===== config.mk =====
export PLATFORM = sky130hd
export DESIGN_NAME = regfile_port_arbiter
export DESIGN_NICKNAME = d
export VERILOG_FILES = /design/src/rtl/regfile_port_arbiter.sv
export SDC_FILE = /design/constraint.sdc
export NUM_CORES = 1
export LEC_CHECK = 0
export CAP_MARGIN = 20
export CORE_UTILIZATION = 30
export CTS_CLUSTER_SIZE = 16
export DETAILED_ROUTE_END_ITERATION = 16
export PLACE_DENSITY = 0.67
export SLEW_MARGIN = 20
export SYNTH_ARGS = -nofsm -noshare
export SYNTH_HDL_FRONTEND = slang
export SYNTH_SLANG_ARGS = --single-unit

===== constraint.sdc =====
create_clock -name i_clk -period 7.45 [get_ports i_clk]
set_input_delay 1.49 -clock i_clk [delete_from_list [all_inputs] [get_ports i_clk]]
set_output_delay 1.49 -clock i_clk [all_outputs]
set_load 0.05 [all_outputs]

===== src/rtl/regfile_port_arbiter.sv =====
// Two-requester arbiter/sequencer for a 32x32 2R1W register file.
// Define RFARB_FIXED_PRIO_EN for fixed A-over-B priority; default is round-robin.
module regfile_port_arbiter #(
    parameter int N = 32,
    parameter int M = 32
) (
    input  logic                   i_clk,
    input  logic                   i_rst,
    input  logic                   i_a_req,
    output logic                   o_a_ready,
    input  logic                   i_a_rd,
    input  logic                   i_a_wr,
    input  logic [$clog2(M)-1:0]   i_a_r1,
    input  logic [$clog2(M)-1:0]   i_a_r2,
    input  logic [$clog2(M)-1:0]   i_a_rw,
    input  logic [N-1:0]           i_a_data,
    input  logic                   i_b_req,
    output logic                   o_b_ready,
    input  logic                   i_b_rd,
    input  logic                   i_b_wr,
    input  logic [$clog2(M)-1:0]   i_b_r1,
    input  logic [$clog2(M)-1:0]   i_b_r2,
    input  logic [$clog2(M)-1:0]   i_b_rw,
    input  logic [N-1:0]           i_b_data,
    output logic                   o_a_rsp_valid,
    output logic [N-1:0]           o_a_rsp_q1,
    output logic [N-1:0]           o_a_rsp_q2,
    output logic                   o_b_rsp_valid,
    output logic [N-1:0]           o_b_rsp_q1,
    output logic [N-1:0]           o_b_rsp_q2,
    output logic                   o_rf_EN,
    output logic                   o_rf_RD,
    output logic                   o_rf_WR,
    output logic [$clog2(M)-1:0]   o_rf_R1,
    output logic [$clog2(M)-1:0]   o_rf_R2,
    output logic [$clog2(M)-1:0]   o_rf_RW,
    output logic [N-1:0]           o_rf_Data_IN,
    input  logic [N-1:0]           i_rf_Q1,
    input  logic [N-1:0]           i_rf_Q2
);
    localparam int AW = $clog2(M);

    typedef struct packed {
        logic          rd;
        logic          wr;
        logic [AW-1:0] r1;
        logic [AW-1:0] r2;
        logic [AW-1:0] rw;
        logic [N-1:0]  data;
    } req_t;

    req_t         w_in [2];
    req_t         r_h  [2];
    logic [N-1:0] r_q1 [2];
    logic [N-1:0] r_q2 [2];
    logic [1:0]   w_req;
    logic [1:0]   r_hv;
    logic [1:0]   r_rv;
    logic [1:0]   r_rrd;
    logic [1:0]   w_ro;
    logic [1:0]   w_wo;
    logic [1:0]   w_iss;
    logic [1:0]   w_rdy;
    logic         w_both;
    logic         w_merge;
    logic         w_prio;
    logic         w_win;
    logic         w_rdr;
    logic         w_wtr;

    assign w_in[0] = {i_a_rd, i_a_wr, i_a_r1, i_a_r2, i_a_rw, i_a_data};
    assign w_in[1] = {i_b_rd, i_b_wr, i_b_r1, i_b_r2, i_b_rw, i_b_data};
    assign w_req   = {i_b_req, i_a_req};

    always_comb begin
        w_ro = '0;
        w_wo = '0;
        for (int i = 0; i < 2; i++) begin
            w_ro[i] = r_hv[i] & r_h[i].rd & ~r_h[i].wr;
            w_wo[i] = r_hv[i] & r_h[i].wr & ~r_h[i].rd;
        end
    end

    // A read-only and a write-only access fit the 2R1W file together.
    assign w_both  = &r_hv;
    assign w_merge = w_both & ((w_ro[0] & w_wo[1]) | (w_wo[0] & w_ro[1]));
    assign w_win   = w_both ? w_prio : r_hv[1];
    assign w_rdr   = w_ro[1];
    assign w_wtr   = ~w_rdr;
    assign w_iss   = w_merge ? 2'b11 : (r_hv & (w_win ? 2'b10 : 2'b01));
    assign w_rdy   = ~r_hv | w_iss;

`ifdef RFARB_FIXED_PRIO_EN
    assign w_prio = 1'b0;
`else
    logic r_ptr;

    assign w_prio = r_ptr;

    always_ff @(posedge i_clk or posedge i_rst) begin
        if (i_rst) begin
            r_ptr <= 1'b0;
        end else if (w_both && !w_merge) begin
            r_ptr <= ~w_win;
        end
    end
`endif

    always_comb begin
        o_rf_EN      = 1'b0;
        o_rf_RD      = 1'b0;
        o_rf_WR      = 1'b0;
        o_rf_R1      = '0;
        o_rf_R2      = '0;
        o_rf_RW      = '0;
        o_rf_Data_IN = '0;
        if (w_merge) begin
            o_rf_EN      = 1'b1;
            o_rf_RD      = 1'b1;
            o_rf_WR      = 1'b1;
            o_rf_R1      = r_h[w_rdr].r1;
            o_rf_R2      = r_h[w_rdr].r2;
            o_rf_RW      = r_h[w_wtr].rw;
            o_rf_Data_IN = r_h[w_wtr].data;
        end else if (r_hv[w_win] && (r_h[w_win].rd || r_h[w_win].wr)) begin
            o_rf_EN      = 1'b1;
            o_rf_RD      = r_h[w_win].rd;
            o_rf_WR      = r_h[w_win].wr;
            o_rf_R1      = r_h[w_win].r1;
            o_rf_R2      = r_h[w_win].r2;
            o_rf_RW      = r_h[w_win].rw;
            o_rf_Data_IN = r_h[w_win].data;
        end
    end

    always_ff @(posedge i_clk or posedge i_rst) begin
        if (i_rst) begin
            r_hv  <= '0;
            r_rv  <= '0;
            r_rrd <= '0;
            for (int i = 0; i < 2; i++) begin
                r_h[i]  <= '0;
                r_q1[i] <= '0;
                r_q2[i] <= '0;
            end
        end else begin
            for (int i = 0; i < 2; i++) begin
                if (w_req[i] && w_rdy[i]) begin
                    r_hv[i] <= 1'b1;
                    r_h[i]  <= w_in[i];
                end else if (w_iss[i]) begin
                    r_hv[i] <= 1'b0;
                end
                r_rv[i]  <= w_iss[i];
                r_rrd[i] <= w_iss[i] & r_h[i].rd;
                // Keep the last returned read data once the pulse ends.
                if (r_rv[i] && r_rrd[i]) begin
                    r_q1[i] <= i_rf_Q1;
                    r_q2[i] <= i_rf_Q2;
                end
            end
        end
    end

    assign o_a_ready     = w_rdy[0];
    assign o_b_ready     = w_rdy[1];
    assign o_a_rsp_valid = r_rv[0];
    assign o_b_rsp_valid = r_rv[1];
    assign o_a_rsp_q1    = (r_rv[0] & r_rrd[0]) ? i_rf_Q1 : r_q1[0];
    assign o_a_rsp_q2    = (r_rv[0] & r_rrd[0]) ? i_rf_Q2 : r_q2[0];
    assign o_b_rsp_q1    = (r_rv[1] & r_rrd[1]) ? i_rf_Q1 : r_q1[1];
    assign o_b_rsp_q2    = (r_rv[1] & r_rrd[1]) ? i_rf_Q2 : r_q2[1];

endmodule


# == Word level (Yosys, flattened, before mapping) ==
# Cells that the tools add are included.
# op_classes
muxes,36
mul,0
bitwise_logic,28
add_sub_neg,0
div,0
reduce_logical,11
eq_ne,0
n_shift,0
magnitude_cmp,4
# op_table
op,count
32-bit two-way mux,6
49-bit two-way mux,3
47-bit two-way mux,3
37-bit two-way mux,3
5-bit two-way mux,6
1-bit bitwise AND,15
1-bit two-way mux,13
"2-bit greater-or-equal comparator, second input constant",3
1-bit logical AND,6
1-bit NOT,6
1-bit NOT with 2-bit output,3
2-bit two-way mux,2
2-bit nonzero test,2
2-bit bitwise AND,1
"1-bit by 2-bit less-than comparator with 1-bit output, second input constant",1
2-bit NOT,1
2-bit OR,1
2-bit AND reduction,1
1-bit zero test,1
1-bit logical OR,1
1-bit OR,1
# word_totals
out_inout_bits,182
elab_cells,100
latch_bits,0
mem_bits_rw,0
in_bits,166
n_memories,0
mem_bits_ro,0
reg_bits,233

# == Logic depth before layout (Yosys ltp) ==
# Gate-level depths: netlist (run 1).
# logic_depth
word_depth,10
mapped_depth,7
depth_no_buf,4

# == Worst setup path before layout (run 1) ==
# OpenSTA, ideal clock, no wires.
# synth_path
path_type,register to output
from,register r_hv[0]
to,output o_rf_Data_IN[10]
required_ns,5.960
path_buffers,1
setup_slack_ns,3.347
stages_incl_launch_ff,6
arrival_time_ns,2.613
cell_sequence,dfrtp_1 > nor2b_1 > o32ai_2 > nand2_2 > buf_2 > o22ai_1
# synth_between
elab_chain_len,10
elab_cells_between_ends,20
classes_between,mux: 8; bitwise: 9; reduce/logical: 3
# synth_rtl
item,line,rtl
"start, declared",57,logic [1:0] r_hv;
"start signal, assigned",138,r_hv <= '0;
"start signal, assigned by index",149,r_hv[i] <= 1'b1;
"start signal, assigned by index",152,r_hv[i] <= 1'b0;
2-bit AND reduction,85,assign w_both = &r_hv;
1-bit two-way mux,87,assign w_win = w_both ? w_prio : r_hv[1];
1-bit NOT with 2-bit output (implied by the code),"125, 132",
49-bit two-way mux (implied by the code) (3 in a row),132,o_rf_Data_IN = r_h[w_win].data;
1-bit logical OR,125,end else if (r_hv[w_win] && (r_h[w_win].rd || r_h[w_win].wr)) begin
1-bit logical AND,125,
32-bit two-way mux,125,
32-bit two-way mux *,117,if (w_merge) begin
"end, declared",37,"output logic [N-1:0] o_rf_Data_IN,"
# Every way passes the cells marked *; elsewhere a longest branch is shown, timed or not. The select of a mux whose other input is x is not followed.

# == Worst setup path in the final report (run 1) ==
# layout_path
from,register r_h[48] in the netlist's numbering
to,output o_rf_Data_IN[27]
# layout_between
elab_chain_len,8
elab_cells_between_ends,20
classes_between,mux: 8; bitwise: 10; reduce/logical: 2
# layout_rtl
item,line,rtl
"start, declared",53,req_t r_h [2];
"start signal, assigned by index",150,r_h[i] <= w_in[i];
1-bit bitwise AND (2 in a row),79,w_ro[i] = r_hv[i] & r_h[i].rd & ~r_h[i].wr;
1-bit NOT,89,assign w_wtr = ~w_rdr;
1-bit NOT with 2-bit output (implied by the code),124,o_rf_Data_IN = r_h[w_wtr].data;
37-bit two-way mux (implied by the code) (3 in a row),124,
32-bit two-way mux *,117,
# Marked as above.

==> reports/metrics.yaml, run 1 <==
grt:
  grt_first_pass_wirelength_microns: 42100
  grt_use_total_pct: 15.8
  grt-ovfl-total: 0
  antenna_found_initial: 1
  grt_pass1_vias: 7436
  grt_max_degree: 65
clock_network:
  worstSkewPairLatency_ns: 0.53
  cts-root-buf: "clkbuf_16"
  cts_resized: 0
  cts_tree: "done"
  clock_path_buffers: 3
  path_clk_slew_ns: 0.06
  cts_buffers: 27
  h-tree-depth: 1
  cts_sinks: 233
  postCtsHoldBufs: 0
  post-cts-setup-buffers: 0
critical_path:
  crit_fanout: 54
  max_stage_delay_ns: 0.85
  rr_endpoint: "r_h[15]"
  r2r_start: "r_h[48]"
  r2r_setup_slack_ns: 4.79
  cp-start-kind: "flip-flop"
  critPathLaunch: "r_h[48]"
  slowest_stage: "clkdlybuf4s50_1"
  worstPathArrival_ns: 4.11
  ff2ff_path_depth: 5
  crit_type: "reg2out"
  end_kind: "output pin"
  critPathCapture: "o_rf_Data_IN[27]"
  crit_chain: "nand4bb_1, a211o_2, nand2_2, o22ai_1, clkdlybuf4s50_1"
  crit_required_ns: 5.96
yosys:
  postSynthNetCount: 847
  yosysWarningCount: 0
  ys_seq_area_share_pct: 58.0
  synthDistinctLibCells: 31
  synthCells: 681
  synth_top_area_share_pct: 58.0
  syn-cell-area_sq_mm: 0.0100
  synth-seq-cells: 233
  synth_area_per_cell_sq_um: 14.8
  synth_area_leaders: "dfrtp_1 58%, mux2_2 23%, mux2i_1 9.3%"
  synth_area_leader_cell: "dfrtp_1"
floorplanning:
  dieWidth_microns: 185
  start_util_pct: 30.6
  core-area_sq_mm: 0.0328
  io_pins: 348
  rows: 66
  die_h_microns: 185
  die_area_sq_mm: 0.0342
power_and_ir_drop:
  vdd_ir_drop_max_v: 0.000273
  p_total_mw: 7.79
  power_leakage_nw: 6.39
  powerDensity_mw_per_mm2: 524
routing:
  routed_wl_microns: 28000
  drt_iter0_markers: 97
  via_count: 6944
  drt-pass1-iter-count: 4
  drc: 0
  viasPerCell: 4.67
  detail-route-antenna-nets: 0
  routedWlPerCell_microns: 18.8
sta:
  drv_slew: 0
  worst_slew_margin_rel_pct: 31.1
  fin_ws_ns: 1.85
  clock.fmax_mhz: 179
  period_needed_ns: 5.60
  max_slew.worst_pin.slew_ns: 1.03
  setup_violations: 0
  hold_violations: 0
  fin_setup_tns_ns: 0
  skew_ns: 0.00859
  fin_crit_sh_pct: 75.1
  rsz0062_at_grt: "false"
placed_design:
  portBuffers: 347
  hpwlAfterDp_microns: 19400
  gp_congestion: 0.745
  place_ws_ns: 2.35
final_layout:
  drive_gt1_share_pct: 26.2
  nets: 1191
  diodes: 0
  most-common-layout-cells: "347 x clkdlybuf4s50_1, 233 x dfrtp_1, 207 x mux2_2"
  fillers: 2993
  area_growth_syn_to_layout_pct: 47.8
  mostFrequentLayoutCell: "clkdlybuf4s50_1"
worst_hold_path:
  min_path_type: "reg2reg"
status:
  status: "finished, final reports clean"
flow_run:
  maxCapViolations: 0
## cell families after synthesis
kind of cell	count (synthesis)	share of synthesized area, %
compound gates	56	3.69
mux	320	34.7
buf+inv	48	2.28
flops	233	58.0
simple gates	24	1.30
## through the flow
stage	cell area (sq um)	util (%)	std cells	hold WS, ns
6_report	14900	45.3	1487	0.492
5_1_grt	14900	45.3	1487	0.503
4_1_cts	14900	45.3	1487	0.496
3_5_place_dp	14000	42.6	1438	0.482
3_3_place_gp	14000	42.6	1438	0.477
2_1_floorplan	10100	-	681	0.483
## layout make-up
cell class | instances | area [sq um] | share of cell area (%)
repair buffers | 358 | 3560 | 23.9
clock inverters | 7 | 45.0 | 0.303
multi-input cells | 400 | 4020 | 27.0
well taps | 442 | 553 | 3.72
inverters | 5 | 22.5 | 0.152
clock buffers | 42 | 832 | 5.60
flip-flops and latches | 233 | 5830 | 39.3
## metal layers
layer / global-route usage, % / part of all wire, % / vias up
li1: - / - / 3170
met1: 18.6 / 40 / 3434
met2: 26.6 / 47 / 296
met3: 5.98 / 11 / 42
met4: 4.69 / 2.5 / 2
met5: 0 / 0.039 / -
## worst min-delay path by stage
stage                   from  endpoint  slack (ns)  depth (start not counted)
global placement    r_q1[44]  r_q1[44]        0.48                          1
floorplan             r_h[1]    r_h[1]        0.48                          1
finish              r_q2[29]  r_q2[29]        0.49                          1
CTS                 r_q2[29]  r_q2[29]        0.50                          1
global route        r_q1[33]  r_q1[33]        0.50                          1
detailed placement  r_q2[29]  r_q2[29]        0.48                          1
## power by group
group	internal, mW	switching, mW
combinational	1.63	2.90
clock	0.765	0.527
sequential	1.77	0.202
total	4.16	3.62
## critical path, delay by kind of cell (launching register included)
| kind | cells | cell delay, ns |
|---|---|---|
| AO/OA/AOI/OAI | 2 | 1.27 |
| buffers and inverters | 1 | 0.85 |
| AND/OR/NAND/NOR | 2 | 1.00 |
| flip-flops | 1 | 0.43 |
## synthesized netlist by cell type, drive strengths merged
cell and count:
nand4bb 2, o211ai 2, nand4 1, o21ai 2, dfrtp 233, nand2 10
inv 5, o32ai 1, and3 1, o22ai 46, a211o 1, clkbuf 14
mux2 227, nand3b 1, nor2 3, buf 29, nand3 1, a21bo 1
nor2b 1, mux2i 93, nand2b 2, a21oi 2, and2 1, a31o 1
or2 1
## flip-flops by register name (all words and copies together), names as in the netlist
register / cells
r_rv: 2
r_h: 98
r_q2: 64
r_ptr: 1
r_hv: 2
r_q1: 64
r_rrd: 2
(Power assumes the default switching activity.)
==> run 2, diff against run 1 <==
Clock period 7.45 ns to 4.94 ns, I/O delays scaled along.
==> reports/metrics.yaml, run 2 (synthesis gave the netlist of run 1 again) <==
final_layout:
  fin_util_pct: 45.6
  mostFrequentLayoutCell: "clkdlybuf4s50_1"
  drive_gt1_share_pct: 26.1
  reg.largest.list: "r_h (98), r_q1 (64), r_q2 (64)"
  largest-register: "r_h"
  area_growth_syn_to_layout_pct: 48.7
  most-common-layout-cells: "347 x clkdlybuf4s50_1, 233 x dfrtp_1, 207 x mux2_2"
  nets: 1191
  diodes: 0
  largest_register_ffs: 98
routing:
  wl_met3_microns: 3150
  routed_wl_microns: 28000
  drc: 0
  top_layer_used: "met4"
  drt-pass1-iter-count: 4
  drt_iter0_markers: 208
  routedWlPerCell_microns: 18.8
  detail-route-antenna-nets: 0
  route.met2.wl_microns: 13100
  viasPerCell: 4.69
  via_count: 6962
  m1WireLength_microns: 11100
sta:
  fin_ws_ns: 0.508
  whs_ns: 0.489
  fin_crit_sh_pct: 89.7
  period_needed_ns: 4.43
  worst_slew_margin_rel_pct: 36.8
  max_slew.worst_pin.slew_ns: 0.945
  fin_setup_tns_ns: 0
  skew_ns: 0.00958
  rsz0062_at_grt: "false"
  clock.fmax_mhz: 226
  drv_slew: 0
  setup_violations: 0
  hold_violations: 0
critical_path:
  critPathLaunch: "r_ptr"
  r2r_start: "r_h[48]"
  crit_fanout: 46
  end_kind: "output pin"
  crit_chain: "nor2b_1, o32ai_2, nand2_2, o22ai_1, clkdlybuf4s50_1"
  crit_buf_inv: 1
  max_stage_delay_ns: 0.85
  worstPathArrival_ns: 3.44
  crit_family: "buffers and inverters"
  slowest_stage: "clkdlybuf4s50_1"
  crit_required_ns: 3.95
  cp-start-kind: "flip-flop"
  crit_type: "reg2out"
status:
  status: "finished, final reports clean"
power_and_ir_drop:
  power_leakage_nw: 6.43
  vdd_ir_drop_max_v: 0.000467
  powerDensity_mw_per_mm2: 794
clock_network:
  cts_sinks: 233
  post-cts-setup-buffers: 0
  cts-root-buf: "clkbuf_16"
  clock_path_buffers: 3
  worstSkewPairLatency_ns: 0.53
  h-tree-depth: 1
  cts_buffers: 27
  postCtsHoldBufs: 0
  path_clk_slew_ns: 0.06
  cts_tree: "done"
  cts_resized: 0
floorplanning:
  die_area_sq_mm: 0.0342
  die_h_microns: 185
  dieWidth_microns: 185
  io_pins: 348
  start_util_pct: 30.6
  rows: 66
  core-area_sq_mm: 0.0328
worst_hold_path:
  min_path_type: "reg2reg"
  worstHoldStart: "r_q2[61]"
placed_design:
  hpwlAfterDp_microns: 19200
  gp_congestion: 0.772
  portBuffers: 347
  place_ws_ns: 1.01
flow_run:
  maxCapViolations: 0
grt:
  grt-ovfl-total: 0
  grt_use_total_pct: 15.7
  grt_first_pass_wirelength_microns: 41700
  antenna_found_initial: 0
  grt_pass1_vias: 7272
  grt_max_degree: 154
## run 2: per-stage QoR
step                      area, sq um  std cells  power (mW)
after floorplan                 10100        681        7.66
after global placement          14000       1438        9.81
after detailed placement        14000       1438        9.87
after CTS                       14900       1485        12.0
after global routing            14900       1485        12.4
final                           14900       1485        11.9
## run 2: path summary, 6_finish.rpt
kind | cells after the start | slack, ns | end
worst max-delay path | 5 | 0.51 | o_rf_Data_IN[0]
worst min-delay path | 1 | 0.49 | r_q2[61]
worst max register to register | 5 | 2.29 | r_h[28]
worst min register to register | 1 | 0.49 | r_q2[61]
max in group asynchronous | 3 | 3.24 | r_q1[39]
min in group asynchronous | 3 | 1.06 | r_q2[25]
## run 2: layout make-up
cell class                      instances  area [sq um]
Fill cell                            2994         17800
Sequential cell                       233          5830
Multi-Input combinational cell        400          4020
Timing Repair Buffer                  358          3600
Clock buffer                           40           805
Tap cell                              442           553
Clock inverter                          7           116
Inverter                                5          22.5
## run 2: metal layers
metal | vias to the layer above | GRT usage [%]
met5 | - | 0
met2 | 289 | 26.5
met1 | 3469 | 18.4
met3 | 36 | 6.33
li1 | 3168 | -
met4 | 0 | 3.77
## run 2: power by group
| part | leakage (nW) | internal [mW] | switching (mW) | total, mW |
|---|---|---|---|---|
| combinational | 3.26 | 2.47 | 4.37 | 6.84 |
| sequential | 2.72 | 2.66 | 0.299 | 2.96 |
| clock | 0.451 | 1.27 | 0.790 | 2.06 |
| total | 6.43 | 6.41 | 5.46 | 11.9 |
==> run 3, diff against run 2 <==
Settings changed: CAP_MARGIN 20 to 5, SETUP_SLACK_MARGIN from default to 0.05.
==> results of run 3 <==
No change in the layout: final DEF, timing and power equal those of run 2.
